<file path="src/rtl/pma_lsu_sequencer.sv">
// -----------------------------------------------------------------------------
// Module   : pma_lsu_sequencer (with pma_lsu_pkg and pma)
// Purpose  : Registers one LSU request, checks it against the PMA table and
//            faults, freely issues or serializes it on the data bus.
// Revision : 1.0 - initial release
// -----------------------------------------------------------------------------
`default_nettype none

package pma_lsu_pkg;
    typedef struct packed {
        logic [31:0] base;
        logic [31:0] mask;
        logic        read_only;
        logic        idempotent;
        logic        executable;
    } pma_cfg_t;

    localparam pma_cfg_t [2:0] PMA_DEFAULT = {
        pma_cfg_t'{base: 32'h8000_0000, mask: 32'hFFFF_F000,
                   read_only: 1'b0, idempotent: 1'b0, executable: 1'b0},
        pma_cfg_t'{base: 32'h1000_0000, mask: 32'hFFF0_0000,
                   read_only: 1'b0, idempotent: 1'b1, executable: 1'b0},
        pma_cfg_t'{base: 32'h0000_0000, mask: 32'hFFF0_0000,
                   read_only: 1'b1, idempotent: 1'b1, executable: 1'b1}
    };
endpackage

// Region matcher: the lowest-numbered matching region decides the attributes.
module pma
    import pma_lsu_pkg::*;
#(
    parameter int                     ALIGN   = 10,
    parameter int                     REGIONS = 3,
    parameter pma_cfg_t [REGIONS-1:0] CFG     = PMA_DEFAULT,
    parameter bit                     FETCH   = 1'b0
) (
    input  wire logic [31:0] i_addr,
    input  wire logic        i_write,
    output logic             o_violation,
    output logic             o_idempotent
);
    localparam logic [31:0] c_align_mask = ~((32'h1 << ALIGN) - 32'h1);

    logic [REGIONS-1:0] w_hit;
    logic               w_any;
    logic               w_ro;
    logic               w_exec;

    for (genvar g = 0; g < REGIONS; g++) begin : g_region
        assign w_hit[g] = ((i_addr ^ CFG[g].base) & CFG[g].mask & c_align_mask) == 32'h0;
    end

    always_comb begin
        w_any        = 1'b0;
        w_ro         = 1'b0;
        w_exec       = 1'b0;
        o_idempotent = 1'b0;
        for (int i = REGIONS - 1; i >= 0; i--) begin
            if (w_hit[i]) begin
                w_any        = 1'b1;
                w_ro         = CFG[i].read_only;
                w_exec       = CFG[i].executable;
                o_idempotent = CFG[i].idempotent;
            end
        end
    end

    assign o_violation = !w_any || (i_write && w_ro) || (FETCH && !w_exec);
endmodule

module pma_lsu_sequencer
    import pma_lsu_pkg::*;
#(
    parameter int                         PMA_ALIGN       = 10,
    parameter int                         PMA_REGIONS     = 3,
    parameter pma_cfg_t [PMA_REGIONS-1:0] PMA_CFG         = PMA_DEFAULT,
    parameter int                         MAX_OUTSTANDING = 2
) (
    input  wire logic            s_clk_i,
    input  wire logic            s_resetn_i,
    pma_lsu_sequencer_if.slave   seq_if
);
    localparam int                 c_cnt_w = $clog2(MAX_OUTSTANDING + 1);
    localparam logic [c_cnt_w-1:0] c_max   = c_cnt_w'(MAX_OUTSTANDING);
    localparam logic [c_cnt_w-1:0] c_one   = c_cnt_w'(1);

    typedef enum logic [2:0] {
        ST_IDLE   = 3'd0,
        ST_CHECK  = 3'd1,
        ST_DRAIN  = 3'd2,
        ST_ISSUE  = 3'd3,
        ST_SERIAL = 3'd4,
        ST_FAULT  = 3'd5
    } state_t;

    state_t             r_state;
    logic [31:0]        r_addr;
    logic               r_write;
    logic [c_cnt_w-1:0] r_cnt;
    logic               r_bus_valid;
    logic               r_rsp_valid;
    logic               r_rsp_err;
    logic               r_rsp_pma;

    logic w_violation;
    logic w_idem;
    logic w_accept;
    logic w_handshake;
    logic w_rsp;
    logic w_room;
    logic w_empty;
    logic w_abort;

    pma #(
        .ALIGN   (PMA_ALIGN),
        .REGIONS (PMA_REGIONS),
        .CFG     (PMA_CFG),
        .FETCH   (1'b0)
    ) u_pma (
        .i_addr       (r_addr),
        .i_write      (r_write),
        .o_violation  (w_violation),
        .o_idempotent (w_idem)
    );

    assign w_accept    = seq_if.s_req_valid_i && (r_state == ST_IDLE);
    assign w_handshake = r_bus_valid && seq_if.s_bus_ready_i;
    // A response with nothing outstanding is a protocol error and is dropped.
    assign w_rsp       = seq_if.s_bus_rsp_i && (r_cnt != '0);
    assign w_room      = r_cnt < c_max;
    assign w_empty     = r_cnt == '0;
    assign w_abort     = seq_if.s_flush_i &&
                         (r_state == ST_CHECK || r_state == ST_DRAIN || r_state == ST_FAULT);

    always_ff @(posedge s_clk_i or negedge s_resetn_i) begin
        if (!s_resetn_i) begin
            r_cnt <= '0;
        end else if (w_handshake && !w_rsp) begin
            r_cnt <= r_cnt + c_one;
        end else if (w_rsp && !w_handshake) begin
            r_cnt <= r_cnt - c_one;
        end
    end

    always_ff @(posedge s_clk_i or negedge s_resetn_i) begin
        if (!s_resetn_i) begin
            r_state     <= ST_IDLE;
            r_addr      <= 32'h0;
            r_write     <= 1'b0;
            r_bus_valid <= 1'b0;
            r_rsp_valid <= 1'b0;
            r_rsp_err   <= 1'b0;
            r_rsp_pma   <= 1'b0;
        end else begin
            r_rsp_valid <= w_rsp;
            r_rsp_err   <= w_rsp && seq_if.s_bus_err_i;
            r_rsp_pma   <= 1'b0;

            if (w_abort) begin
                r_state <= ST_IDLE;
            end else begin
                case (r_state)
                    ST_IDLE: begin
                        if (w_accept) begin
                            r_addr  <= seq_if.s_req_addr_i;
                            r_write <= seq_if.s_req_write_i;
                            r_state <= ST_CHECK;
                        end
                    end
                    ST_CHECK: begin
                        if (w_violation) begin
                            r_state <= ST_FAULT;
                        end else if (w_idem && w_room) begin
                            r_state     <= ST_ISSUE;
                            r_bus_valid <= 1'b1;
                        end else begin
                            r_state <= ST_DRAIN;
                        end
                    end
                    ST_DRAIN: begin
                        if (w_idem ? w_room : w_empty) begin
                            r_state     <= ST_ISSUE;
                            r_bus_valid <= 1'b1;
                        end
                    end
                    ST_ISSUE: begin
                        if (w_handshake) begin
                            r_bus_valid <= 1'b0;
                            r_state     <= w_idem ? ST_IDLE : ST_SERIAL;
                        end
                    end
                    ST_SERIAL: begin
                        if (w_empty) begin
                            r_state <= ST_IDLE;
                        end
                    end
                    ST_FAULT: begin
                        // Earlier bus responses drain first so ordering is kept.
                        if (w_empty) begin
                            r_rsp_valid <= 1'b1;
                            r_rsp_err   <= 1'b0;
                            r_rsp_pma   <= 1'b1;
                            r_state     <= ST_IDLE;
                        end
                    end
                    default: begin
                        r_state     <= ST_IDLE;
                        r_bus_valid <= 1'b0;
                    end
                endcase
            end
        end
    end

    assign seq_if.s_req_ready_o = (r_state == ST_IDLE);
    assign seq_if.s_bus_valid_o = r_bus_valid;
    assign seq_if.s_bus_addr_o  = r_addr;
    assign seq_if.s_bus_write_o = r_write;
    assign seq_if.s_rsp_valid_o = r_rsp_valid;
    assign seq_if.s_rsp_err_o   = r_rsp_err;
    assign seq_if.s_rsp_pma_o   = r_rsp_pma;
    assign seq_if.s_busy_o      = (r_state != ST_IDLE) || (r_cnt != '0);

`ifndef SYNTHESIS
    a_rsp_without_transfer : assert property (@(posedge s_clk_i) disable iff (!s_resetn_i)
        !(seq_if.s_bus_rsp_i && (r_cnt == '0)));
    a_cnt_in_range : assert property (@(posedge s_clk_i) disable iff (!s_resetn_i)
        r_cnt <= c_max);
`endif
endmodule

`default_nettype wire

</file>
<file path="src/rtl/pma_lsu_sequencer_if.sv">
// -----------------------------------------------------------------------------
// Module   : pma_lsu_sequencer_if
// Purpose  : LSU request/response and data-bus signals of the PMA LSU sequencer.
// Revision : 1.0 - initial release
// -----------------------------------------------------------------------------
`default_nettype none

interface pma_lsu_sequencer_if;
    logic        s_req_valid_i;
    logic        s_req_ready_o;
    logic [31:0] s_req_addr_i;
    logic        s_req_write_i;
    logic        s_flush_i;
    logic        s_bus_valid_o;
    logic        s_bus_ready_i;
    logic [31:0] s_bus_addr_o;
    logic        s_bus_write_o;
    logic        s_bus_rsp_i;
    logic        s_bus_err_i;
    logic        s_rsp_valid_o;
    logic        s_rsp_err_o;
    logic        s_rsp_pma_o;
    logic        s_busy_o;

    // Sequencer side.
    modport slave (
        input  s_req_valid_i, s_req_addr_i, s_req_write_i, s_flush_i,
               s_bus_ready_i, s_bus_rsp_i, s_bus_err_i,
        output s_req_ready_o, s_bus_valid_o, s_bus_addr_o, s_bus_write_o,
               s_rsp_valid_o, s_rsp_err_o, s_rsp_pma_o, s_busy_o
    );

    // LSU plus data bus side.
    modport master (
        output s_req_valid_i, s_req_addr_i, s_req_write_i, s_flush_i,
               s_bus_ready_i, s_bus_rsp_i, s_bus_err_i,
        input  s_req_ready_o, s_bus_valid_o, s_bus_addr_o, s_bus_write_o,
               s_rsp_valid_o, s_rsp_err_o, s_rsp_pma_o, s_busy_o
    );
endinterface

`default_nettype wire

</file>
<file path="src/flat_wrapper.sv">
// flat-port wrapper written by rule: the top's interface ports become plain ports
module pma_lsu_sequencer_flat import pma_lsu_pkg::*;
#(
    parameter int                         PMA_ALIGN       = 10,
    parameter int                         PMA_REGIONS     = 3,
    parameter pma_cfg_t [PMA_REGIONS-1:0] PMA_CFG         = PMA_DEFAULT,
    parameter int                         MAX_OUTSTANDING = 2
)
  (s_clk_i, s_resetn_i, seq_if_s_req_valid_i, seq_if_s_req_addr_i, seq_if_s_req_write_i, seq_if_s_flush_i, seq_if_s_bus_ready_i, seq_if_s_bus_rsp_i, seq_if_s_bus_err_i, seq_if_s_req_ready_o, seq_if_s_bus_valid_o, seq_if_s_bus_addr_o, seq_if_s_bus_write_o, seq_if_s_rsp_valid_o, seq_if_s_rsp_err_o, seq_if_s_rsp_pma_o, seq_if_s_busy_o);
  pma_lsu_sequencer_if seq_if_i ();
  input  wire logic s_clk_i;
  input  wire logic s_resetn_i;
  input wire logic [$bits(seq_if_i.s_req_valid_i)-1:0] seq_if_s_req_valid_i;
  input wire logic [$bits(seq_if_i.s_req_addr_i)-1:0] seq_if_s_req_addr_i;
  input wire logic [$bits(seq_if_i.s_req_write_i)-1:0] seq_if_s_req_write_i;
  input wire logic [$bits(seq_if_i.s_flush_i)-1:0] seq_if_s_flush_i;
  input wire logic [$bits(seq_if_i.s_bus_ready_i)-1:0] seq_if_s_bus_ready_i;
  input wire logic [$bits(seq_if_i.s_bus_rsp_i)-1:0] seq_if_s_bus_rsp_i;
  input wire logic [$bits(seq_if_i.s_bus_err_i)-1:0] seq_if_s_bus_err_i;
  output wire logic [$bits(seq_if_i.s_req_ready_o)-1:0] seq_if_s_req_ready_o;
  output wire logic [$bits(seq_if_i.s_bus_valid_o)-1:0] seq_if_s_bus_valid_o;
  output wire logic [$bits(seq_if_i.s_bus_addr_o)-1:0] seq_if_s_bus_addr_o;
  output wire logic [$bits(seq_if_i.s_bus_write_o)-1:0] seq_if_s_bus_write_o;
  output wire logic [$bits(seq_if_i.s_rsp_valid_o)-1:0] seq_if_s_rsp_valid_o;
  output wire logic [$bits(seq_if_i.s_rsp_err_o)-1:0] seq_if_s_rsp_err_o;
  output wire logic [$bits(seq_if_i.s_rsp_pma_o)-1:0] seq_if_s_rsp_pma_o;
  output wire logic [$bits(seq_if_i.s_busy_o)-1:0] seq_if_s_busy_o;
  assign seq_if_i.s_req_valid_i = seq_if_s_req_valid_i;
  assign seq_if_i.s_req_addr_i = seq_if_s_req_addr_i;
  assign seq_if_i.s_req_write_i = seq_if_s_req_write_i;
  assign seq_if_i.s_flush_i = seq_if_s_flush_i;
  assign seq_if_i.s_bus_ready_i = seq_if_s_bus_ready_i;
  assign seq_if_i.s_bus_rsp_i = seq_if_s_bus_rsp_i;
  assign seq_if_i.s_bus_err_i = seq_if_s_bus_err_i;
  assign seq_if_s_req_ready_o = seq_if_i.s_req_ready_o;
  assign seq_if_s_bus_valid_o = seq_if_i.s_bus_valid_o;
  assign seq_if_s_bus_addr_o = seq_if_i.s_bus_addr_o;
  assign seq_if_s_bus_write_o = seq_if_i.s_bus_write_o;
  assign seq_if_s_rsp_valid_o = seq_if_i.s_rsp_valid_o;
  assign seq_if_s_rsp_err_o = seq_if_i.s_rsp_err_o;
  assign seq_if_s_rsp_pma_o = seq_if_i.s_rsp_pma_o;
  assign seq_if_s_busy_o = seq_if_i.s_busy_o;
  pma_lsu_sequencer #(.PMA_ALIGN(PMA_ALIGN), .PMA_REGIONS(PMA_REGIONS), .PMA_CFG(PMA_CFG), .MAX_OUTSTANDING(MAX_OUTSTANDING)) u_core (.s_clk_i(s_clk_i), .s_resetn_i(s_resetn_i), .seq_if(seq_if_i));
endmodule
</file>
<file path="config.mk">
export PLATFORM = sky130hd
export DESIGN_NAME = pma_lsu_sequencer_flat
export DESIGN_NICKNAME = d
export VERILOG_FILES = /design/src/rtl/pma_lsu_sequencer.sv /design/src/rtl/pma_lsu_sequencer_if.sv /design/src/flat_wrapper.sv
export SDC_FILE = /design/constraint.sdc
export NUM_CORES = 1
export LEC_CHECK = 0
export ABC_CLOCK_PERIOD_IN_PS = 3000
export BUFFER_PORTS_ARGS = -buffer_cell sky130_fd_sc_hd__buf_2
export CAP_MARGIN = 20
export CORE_MARGIN = 8
export CORE_UTILIZATION = 52
export DETAILED_ROUTE_END_ITERATION = 6
export PLACE_DENSITY = 0.81
export SKIP_CTS_REPAIR_TIMING = 1
export SYNTH_ARGS = -nofsm -noshare
export SYNTH_HDL_FRONTEND = slang
export SYNTH_HIERARCHICAL = 1
export SYNTH_SLANG_ARGS = --single-unit
</file>
<file path="constraint.sdc">
create_clock -name s_clk_i -period 3 [get_ports s_clk_i]
set_input_delay 0.6 -clock s_clk_i [delete_from_list [all_inputs] [get_ports s_clk_i]]
set_output_delay 0.6 -clock s_clk_i [all_outputs]
set_load 0.02 [all_outputs]
</file>
# [Word-level counts from Yosys, hierarchy flattened]
# Index checks and enable logic that the tools add are counted.
# Widths: inputs -> output; s select.
[word_totals] input_bits=40 out_inout_bits=39 word_cells=89 ff_bits=42
[classes] eq_ne=13 n_reduce_logical=29 addsub=2 bitwise_logic=4 mux=32 magnitude_cmp=1
[op_table] op="$logic_not 32->1" n=3
[op_table] op="$mux 1" n=21
[op_table] op="$mux 3" n=7
[op_table] op="$pmux 3 s5" n=1
[op_table] op="$logic_and 1x1->1" n=9
[op_table] op="$ne 3x1->1 const B" n=3
[op_table] op="$eq 3x2->1 const B" n=2
[op_table] op="$eq 3x3->1 const B" n=2
[op_table] op="$ne 2x2->1 const B" n=3
[op_table] op="$reduce_and 6->1" n=1
[op_table] op="$logic_or 1x1->1" n=4
[op_table] op="$mux 2" n=2
[op_table] op="$not 1->1" n=4
[op_table] op="$pmux 1 s4" n=1
[op_table] op="$reduce_and 4->1" n=1
[op_table] op="$reduce_bool 2->1" n=2
[op_table] op="$eq 3x1->1 const B" n=1
[op_table] op="$logic_not 1->1" n=3
[op_table] op="$logic_not 3->1" n=1
[op_table] op="$ne 3x2->1 const B" n=1
[op_table] op="$reduce_and 3->1" n=1
[op_table] op="$reduce_bool 3->1" n=1
[op_table] op="$reduce_or 3->1" n=1
[op_table] op="$add 2x1->2 const B" n=1
[op_table] op="5 further kinds" n=5

# [Longest topological paths before layout]
# Gate-level depths: netlist (run 1).
[depth] ltp_word=10 mapped_depth=7 mapped_depth_nobuf=7

# [Hierarchy]
# The synthesis (run 1) kept the hierarchy.
[by_module_without_submodules] module="pma_lsu_sequencer" cells_per_inst=143 seq_area_each_um2=1051.0 area_each_um2=2016.9 n_inst=1
[by_module_without_submodules] module="pma" cells_per_inst=11 seq_area_each_um2=0.0 area_each_um2=68.8 n_inst=1

# [Worst setup path after synthesis (run 1)]
# No wires, ideal clock.
[synth_path] path_kind="reg-to-reg" startpoint="reg u_core.r_addr[19], in the netlist u_core/seq_if.s_bus_addr_o[19]" endpoint="reg u_core.r_bus_valid, in the netlist u_core/seq_if.s_bus_valid_o" arrival_ps=1762 stages_incl_launch_ff=8 path_slack_ps=1104 path_buffers=0 synth_period_minus_slack_ps=1896 cell_sequence="dfrtp_1 -> nor4b_2 -> nand3_1 -> a221o_1 -> nor2_1 -> a31oi_1 -> o41ai_2 -> o31ai_1"
[synth_between] elab_chain_cells=8
[synth_rtl] element="from (decl)" line="pma_lsu_sequencer.sv:97" text="logic [31:0] r_addr;"
[synth_rtl] element="from (signal assigned)" line="pma_lsu_sequencer.sv:165" text="r_addr <= seq_if.s_req_addr_i;"
[synth_rtl] element="$logic_not 32->1" line="pma_lsu_sequencer.sv:50" text="assign w_hit[g] = ((i_addr ^ CFG[g].base) & CFG[g].mask & c_align_mask) == 32'h0;"
[synth_rtl] element="$mux 1 (3 in series)" line="pma_lsu_sequencer.sv:59" text="if (w_hit[i]) begin"
[synth_rtl] element="$logic_not 1->1" line="pma_lsu_sequencer.sv:68" text="assign o_violation = !w_any || (i_write && w_ro) || (FETCH && !w_exec);"
[synth_rtl] element="$logic_or 1x1->1" line="pma_lsu_sequencer.sv:68"
[synth_rtl] element="via u_core.w_violation" line="pma_lsu_sequencer.sv:105" text="logic w_violation;"
[synth_rtl] element="$ne 2x2->1 (no source line)"
[synth_rtl] element="$reduce_and 6->1 (no source line)"
[synth_rtl] element="to (signal assigned)" line="pma_lsu_sequencer.sv:150" text="r_bus_valid <= 1'b0;"
[synth_rtl] element="to (signal assigned)" line="pma_lsu_sequencer.sv:175" text="r_bus_valid <= 1'b1;"
[synth_rtl] element="to (signal assigned)" line="pma_lsu_sequencer.sv:183" text="r_bus_valid <= 1'b1;"
[synth_rtl] element="to (decl)" line="pma_lsu_sequencer.sv:100" text="logic r_bus_valid;"
# The timed path passes the listed nets, and every way through them passes these cells.
# A chain may end at the register's enable or synchronous reset.

# [Final worst setup path (run 1)]
[layout_path] startpoint="reg u_core.r_addr[21], in the netlist u_core/seq_if.s_bus_addr_o[21]" endpoint="reg u_core.r_bus_valid, in the netlist u_core/seq_if.s_bus_valid_o"
[layout_lines] element="$logic_not 32->1" line="pma_lsu_sequencer.sv:50"
[layout_lines] element="$mux 1" line="pma_lsu_sequencer.sv:59"
[layout_lines] element="$mux 1 (*)" line="pma_lsu_sequencer.sv:59"
[layout_lines] element="via u_core.w_idem" line="pma_lsu_sequencer.sv:106" text="logic w_idem;"
[layout_lines] element="$mux 1 or $logic_and 1x1->1 (tied branches)" line="pma_lsu_sequencer.sv:181, pma_lsu_sequencer.sv:173"
[layout_lines] element="$ne 2x2->1 (no source line)"
[layout_lines] element="$reduce_and 6->1 (no source line) (*)"
[layout_lines] element="to (signal assigned)" line="pma_lsu_sequencer.sv:175"
[layout_lines] element="to (signal assigned)" line="pma_lsu_sequencer.sv:183"
[layout_lines] element="to (signal assigned)" line="pma_lsu_sequencer.sv:188" text="r_bus_valid <= 1'b0;"
# Mark *: on every way through the listed nets, which the timed path passes. The rest lies on a longest branch.

==> results of run 1 <==
==> cell usage after synthesis <==
library cell  instances  area share
buf_2                 1      0.0024
nand2_1               6       0.011
a221o_1               1      0.0048
o221a_2               1      0.0054
nor2b_1               2      0.0060
o31a_1                2      0.0084
buf_6                 2       0.011
a31oi_1               2      0.0060
a21oi_1               5       0.012
xor2_1                1      0.0042
buf_12                4       0.038
inv_1                 6       0.011
nand2b_1              3      0.0090
nor4b_1               1      0.0042
mux2_4               30        0.22
or2b_1                1      0.0036
dfrtp_1              42        0.50
o22ai_1               1      0.0030
o21ai_1               1      0.0024
nor4b_2               1      0.0072
nand3_1               3      0.0072
o31ai_1               3       0.011
or3_1                 1      0.0030
mux2_2                3       0.016
o2111ai_1             1      0.0042
clkbuf_1              1      0.0018
ha_1                  1      0.0060
o21ai_0               3      0.0072
o21bai_1              1      0.0036
nor3_1                1      0.0024
a211oi_1              1      0.0036
o41ai_2               1      0.0078
nor3_2                1      0.0048
and2_4                1      0.0042
nor2_1               10       0.018
inv_2                 1      0.0018
a21o_1                1      0.0036
nor4_1                3      0.0090
xnor2_1               2      0.0084
or2b_2                1      0.0042
and2_1                1      0.0030
==> worst register-to-register path: stages, from the launching register on <==
cell,delay [ns]
dfrtp_1,0.39
nor4_1,0.31
nand3_1,0.14
nor2_1,0.25
nor2b_1,0.12
o31a_1,0.27
o41ai_2,0.32
o31ai_1,0.11
==> worst min path at each step <==
stage / start / end / slack (ns) / cells after the start
6_report: s_resetn_i / u_core/seq_if.s_bus_addr_o[21] / 0.42 / 1
5_1_grt: s_resetn_i / u_core/seq_if.s_bus_addr_o[23] / 0.50 / 1
4_1_cts: s_resetn_i / u_core/seq_if.s_bus_addr_o[23] / 0.45 / 1
3_5_place_dp: u_core/seq_if.s_bus_addr_o[1] / u_core/seq_if.s_bus_addr_o[1] / 0.49 / 1
3_3_place_gp: u_core/seq_if.s_bus_addr_o[10] / u_core/seq_if.s_bus_addr_o[10] / 0.49 / 1
2_1_floorplan: s_resetn_i / u_core/r_cnt[0] / 0.30 / 0
==> flip-flops by register name, summed over array words and instances (netlist names) <==
name / flops
u_core/seq_if.s_bus_addr_o: 32
u_core/r_state: 3
u_core/r_cnt: 2
u_core/seq_if.s_bus_valid_o: 1
u_core/seq_if.s_bus_write_o: 1
u_core/seq_if.s_rsp_err_o: 1
u_core/seq_if.s_rsp_pma_o: 1
u_core/seq_if.s_rsp_valid_o: 1
==> through the flow <==
step / power (uW) / instance area (um2) / instances / util / worst slack (ns)
floorplan: 2080 / 2090 / 154 / - / 1.10
global placement: 2400 / 2430 / 274 / 0.616 / 1.05
detailed placement: 2440 / 2430 / 274 / 0.616 / 0.995
CTS: 2900 / 2540 / 281 / 0.644 / 0.963
global route: 3030 / 2540 / 281 / 0.644 / 0.790
finish: 2870 / 2540 / 281 / 0.644 / 0.973
==> routing by layer <==
layer / part of all wire / vias to the layer above / global-route usage
li1: - / 698 / -
met1: 0.42 / 733 / 0.183
met2: 0.48 / 55 / 0.260
met3: 0.083 / 9 / 0.0767
met4: 0.018 / 0 / 0.0667
met5: 0 / - / 0
==> layout make-up <==
| type | instances | share of cell area |
|---|---|---|
| multi-input combinational | 97 | 0.353 |
| clock inverter | 1 | 0.0118 |
| clock buffer | 6 | 0.0325 |
| timing repair buffer | 78 | 0.154 |
| sequential | 42 | 0.414 |
| inverter | 7 | 0.0103 |
| tap | 50 | 0.0246 |
==> logic make-up (layout without fill, tap and decap cells) <==
kind of cell,after synthesis,count (layout),share of synthesized area
flops,42,42,0.504
fa+ha+maj,1,1,0.00600
buf+inv,15,92,0.0660
mux,33,33,0.232
xor+xnor,3,3,0.0126
compound gates,24,24,0.0828
simple gates,36,36,0.0966
==> power groups by stage <==
| stage | Sequential [uW] | Clock [uW] | Combinational [uW] |
|---|---|---|---|
| global route | 1110 | 480 | 1440 |
| finish | 1070 | 450 | 1350 |
| floorplan | 1310 | 0 | 764 |
| detailed placement | 1070 | 0 | 1370 |
| CTS | 1070 | 459 | 1370 |
| global placement | 1060 | 0 | 1340 |
==> results.toml, run 1 <==
[timing]
fin_crit_ns = 2.03
tightest_slew_ns = 0.889
maxSlewHeadroom = 0.408
hold_violations = 0
rsz0062_at_grt = "no"
finalSetupTns_ns = 0
timing.hold.ws_ns = 0.421
maxSlewViolCount = 0
clock.fmax_ghz = 0.493
final.period_utilization = 0.676
finalClockSkew_ns = 0.00518
setup-violations-final = 0

[cells_and_area]
final_nets = 272
layout.area.seq_um2 = 1050
drive_gt1_frac = 0.541
final_cell_mix = "buf_2, dfrtp_1, mux2_4"
area_growth_pct = 21.8
multi_input_area_um2 = 897
n_antenna_cell = 0
fillCellCount = 325
final_common_cell = "buf_2"

[synth]
ys_ff_latch = 42
ys_warn_count = 6
yosysUniqueCellTypes = 41
syn_avg_cell_area_um2 = 13.5
syn-num-nets = 195
postSynthCellCount = 154
netlist_area_um2 = 2090
seq_area_frac_synth = 0.504

[die]
die_y_um = 79.3
rows = 23
coreArea_um2 = 3940
initial_core_util = 0.529
die_x_um = 79.3
dieArea_um2 = 6290
ioPinCount = 79

[clocking]
cts_tree = "done"
cts.reportedPaths.clkPinSlew_ns = 0.08
cts-root-buf = "clkbuf_8"
cts_buffer_depth = 2
clock_latency_ns = 0.29
cts_buffers = 5
cts_max_level = 2
cts_sinks = 42

[setup_path]
r2r_end = "u_core/seq_if.s_bus_valid_o"
ff2ff_path_depth = 7
worst-path-buf-inv = 0
worstSetupEndpoint = "u_core/seq_if.s_bus_valid_o"
r2r_slack_ns = 0.97
worstSetupPathType = "flip-flop to flip-flop"
critPathTopFamily = "simple AND/OR/NAND/NOR gates"
crit_path_start = "u_core/seq_if.s_bus_addr_o[21]"
path_depth = 7
cp_max_fo = 4
worstPathRequired_ns = 3.17
cp_slowest_cell = "dfrtp_1"
cpPeakStageDelay_ns = 0.39
cp.arrival_ns = 2.20
cp_cell_sequence = "nor4_1, nand3_1, nor2_1, nor2b_1, o31a_1, o41ai_2, o31ai_1"
start_kind = "flip-flop"
endpoint_kind = "flip-flop"
r2r_start = "u_core/seq_if.s_bus_addr_o[21]"

[power]
switchingPower_uw = 1130
internal-power_uw = 1740
leakagePower_uw = 0.00127
ir_worst_vdd_v = 0.000672
p_comb_frac = 0.471
power_density_nw_per_um2 = 1130
swShare = 0.394
pwr-share-seq = 0.372
p_clk_frac = 0.157

[global_route]
grt_antenna_before_repair = 0
grt_max_degree = 43
grt_overflow_total = 0
grt_pass1_wl_mm = 7.93
grt_usage = 0.163
grt_pass1_vias = 1697

[routing]
drc_errors = 0
post_drt_wl_per_cell_um = 17.1
vias = 1495
drtPass1Iterations = 4
ant_nets = 0
wl_mm = 4.82
via_per_inst = 5.32
drt_iter0_markers = 87

[min_path]
hp-class = "input pin to async pin"

[placed_design]
io_buffers = 78
hpwl_mm = 3.64
place.gp.congestion = 0.905

[flow_run]
maxCapViolations = 0

[outcome]
status = "finished clean"
Power figures use the tool's default switching activity.
==> run 2: changes to the inputs <==
ABC_CLOCK_PERIOD_IN_PS = 1700   (was 3000)
CORE_UTILIZATION = 44   (was 52)
PLACE_DENSITY = 0.73   (was 0.81)
clock period = 1.7 ns   (was 3 ns; I/O delays follow)
==> run 2 against run 1 <==
  * The run now ends with negative setup slack left
  * Sequential share of layout area down 3.8 points
  * Via count rose by 6.8%
  * Flip-flop and latch count is the same
  * Combinational power increased by 120%
  * Register-to-register slack worse by 1.2 ns
  * Critical endpoint unchanged
  * Wire length rose by 4.4%
  * Non-clock buffer count rose by 32
  * Utilization down 3.8 points
  * Highest routed layer unchanged
  * Worst setup slack worse by 1.2 ns
==> results.toml, run 2 (synthesized netlist as in run 1, its figures left out) <==
[outcome]
status = "finished with violations"
violations = "negative setup slack"

[timing]
maxSlewHeadroom = 0.660
tightest_slew_ns = 0.510
finalSetupTns_ns = -0.449
fin_crit_ns = 1.93
rsz0062_at_grt = "yes"
setup-violations-final = 4
maxSlewViolCount = 0
final.period_utilization = 1.14
worst_slack_ns = -0.233
hold_violations = 0
finalClockSkew_ns = 0.00228
clock.fmax_ghz = 0.517

[placed_design]
place.gp.congestion = 0.855
io_buffers = 78
hpwl_mm = 3.95
dp_slack_ns = -0.188

[clocking]
cts.reportedPaths.clkPinSlew_ns = 0.07
clock_latency_ns = 0.29
cts_tree = "done"
cts_sinks = 42
cts-root-buf = "clkbuf_8"
cts_buffer_depth = 2
cts_buffers = 5
cts_max_level = 2

[cells_and_area]
fillCellCount = 374
multi_input_area_um2 = 932
n_antenna_cell = 0
drive_gt1_frac = 0.655
layout.area.seq_um2 = 1060
final_common_cell = "buf_2"
largest_reg_flops = 32
final_cell_mix = "buf_2, dfrtp_1, buf_4, mux2_4"
area_growth_pct = 35.5
final_nets = 304

[routing]
via_per_inst = 5.02
wl_mm = 5.03
ant_nets = 0
drtPass1Iterations = 4
drc_errors = 0
post_drt_wl_per_cell_um = 15.8
drt_iter0_markers = 87
vias = 1597

[setup_path]
cp.arrival_ns = 2.10
critPathTopFamily = "compound AO/OA/AOI/OAI gates"
worstPathRequired_ns = 1.87
cp_cell_sequence = "nor4_2, nand3_1, nor2_2, nor2b_2, o31a_1, o41ai_2, o31ai_1"
worst-path-buf-inv = 0
endpoint_kind = "flip-flop"
r2r_slack_ns = -0.23
path_depth = 7
cp_slowest_cell = "dfrtp_2"
start_kind = "flip-flop"
worstSetupPathType = "flip-flop to flip-flop"
r2r_start = "u_core/seq_if.s_bus_addr_o[21]"
ff2ff_path_depth = 7
cp_max_fo = 2
cpPeakStageDelay_ns = 0.41
r2r_end = "u_core/seq_if.s_bus_valid_o"

[die]
initial_core_util = 0.448
die_x_um = 84.9
coreArea_um2 = 4660
rows = 25
die_y_um = 84.9
ioPinCount = 79
dieArea_um2 = 7200

[flow_run]
maxCapViolations = 0

[power]
leakagePower_uw = 0.00142
total_power_uw = 5450
power_density_nw_per_um2 = 1930
ir_worst_vdd_v = 0.00115

[global_route]
grt_overflow_total = 0
grt_max_degree = 43
grt_pass1_wl_mm = 8.68
grt_usage = 0.150
grt_antenna_before_repair = 0
grt_pass1_vias = 1858

[min_path]
hp-class = "input pin to async pin"
-- run 2: worst max path at each step --
stage	start	to
floorplan	u_core/seq_if.s_bus_addr_o[25]	u_core/seq_if.s_bus_valid_o
global route	u_core/seq_if.s_bus_addr_o[21]	u_core/seq_if.s_bus_valid_o
finish	u_core/seq_if.s_bus_addr_o[21]	u_core/seq_if.s_bus_valid_o
detailed placement	u_core/seq_if.s_bus_addr_o[21]	u_core/seq_if.s_bus_valid_o
CTS	u_core/seq_if.s_bus_addr_o[21]	u_core/seq_if.s_bus_valid_o
global placement	u_core/seq_if.s_bus_addr_o[21]	u_core/seq_if.s_bus_valid_o
-- run 2: area by class of cell --
type | instances | share of cell area
Clock inverter | 1 | 0.00177
Sequential cell | 42 | 0.376
Clock buffer | 7 | 0.0305
Multi-Input combinational cell | 97 | 0.330
Tap cell | 54 | 0.0239
Inverter | 7 | 0.00930
Timing Repair Buffer | 110 | 0.229
-- run 2: per-stage QoR --
step                hold WS (ns)  instances  utilization  area [um2]
floorplan                 0.0444        154            -        2110
global placement           0.428        309        0.579        2700
detailed placement         0.433        309        0.579        2700
CTS                        0.116        317        0.598        2790
global route               0.130        318        0.606        2830
finish                     0.100        318        0.606        2830
-- run 2: metal layers --
layer	global-route usage	routed length, um	up-vias
li1	-	-	762
met1	0.153	1910	763
met2	0.259	2560	61
met3	0.0666	440	11
met4	0.0647	111	0
met5	0	0	-
-- run 2: worst reg2reg max path: stages (launching register included) --
cell     delay, ns
dfrtp_2       0.41
nor4_2        0.30
nand3_1       0.16
nor2_2        0.16
nor2b_2       0.07
o31a_1        0.27
o41ai_2       0.32
o31ai_1       0.12
-- run 2: where the power goes --
group / switching [uW] / leakage (uW) / internal, uW
sequential: 338 / 0.000494 / 1490
clock: 321 / 0.0000482 / 327
combinational: 1450 / 0.000877 / 1520
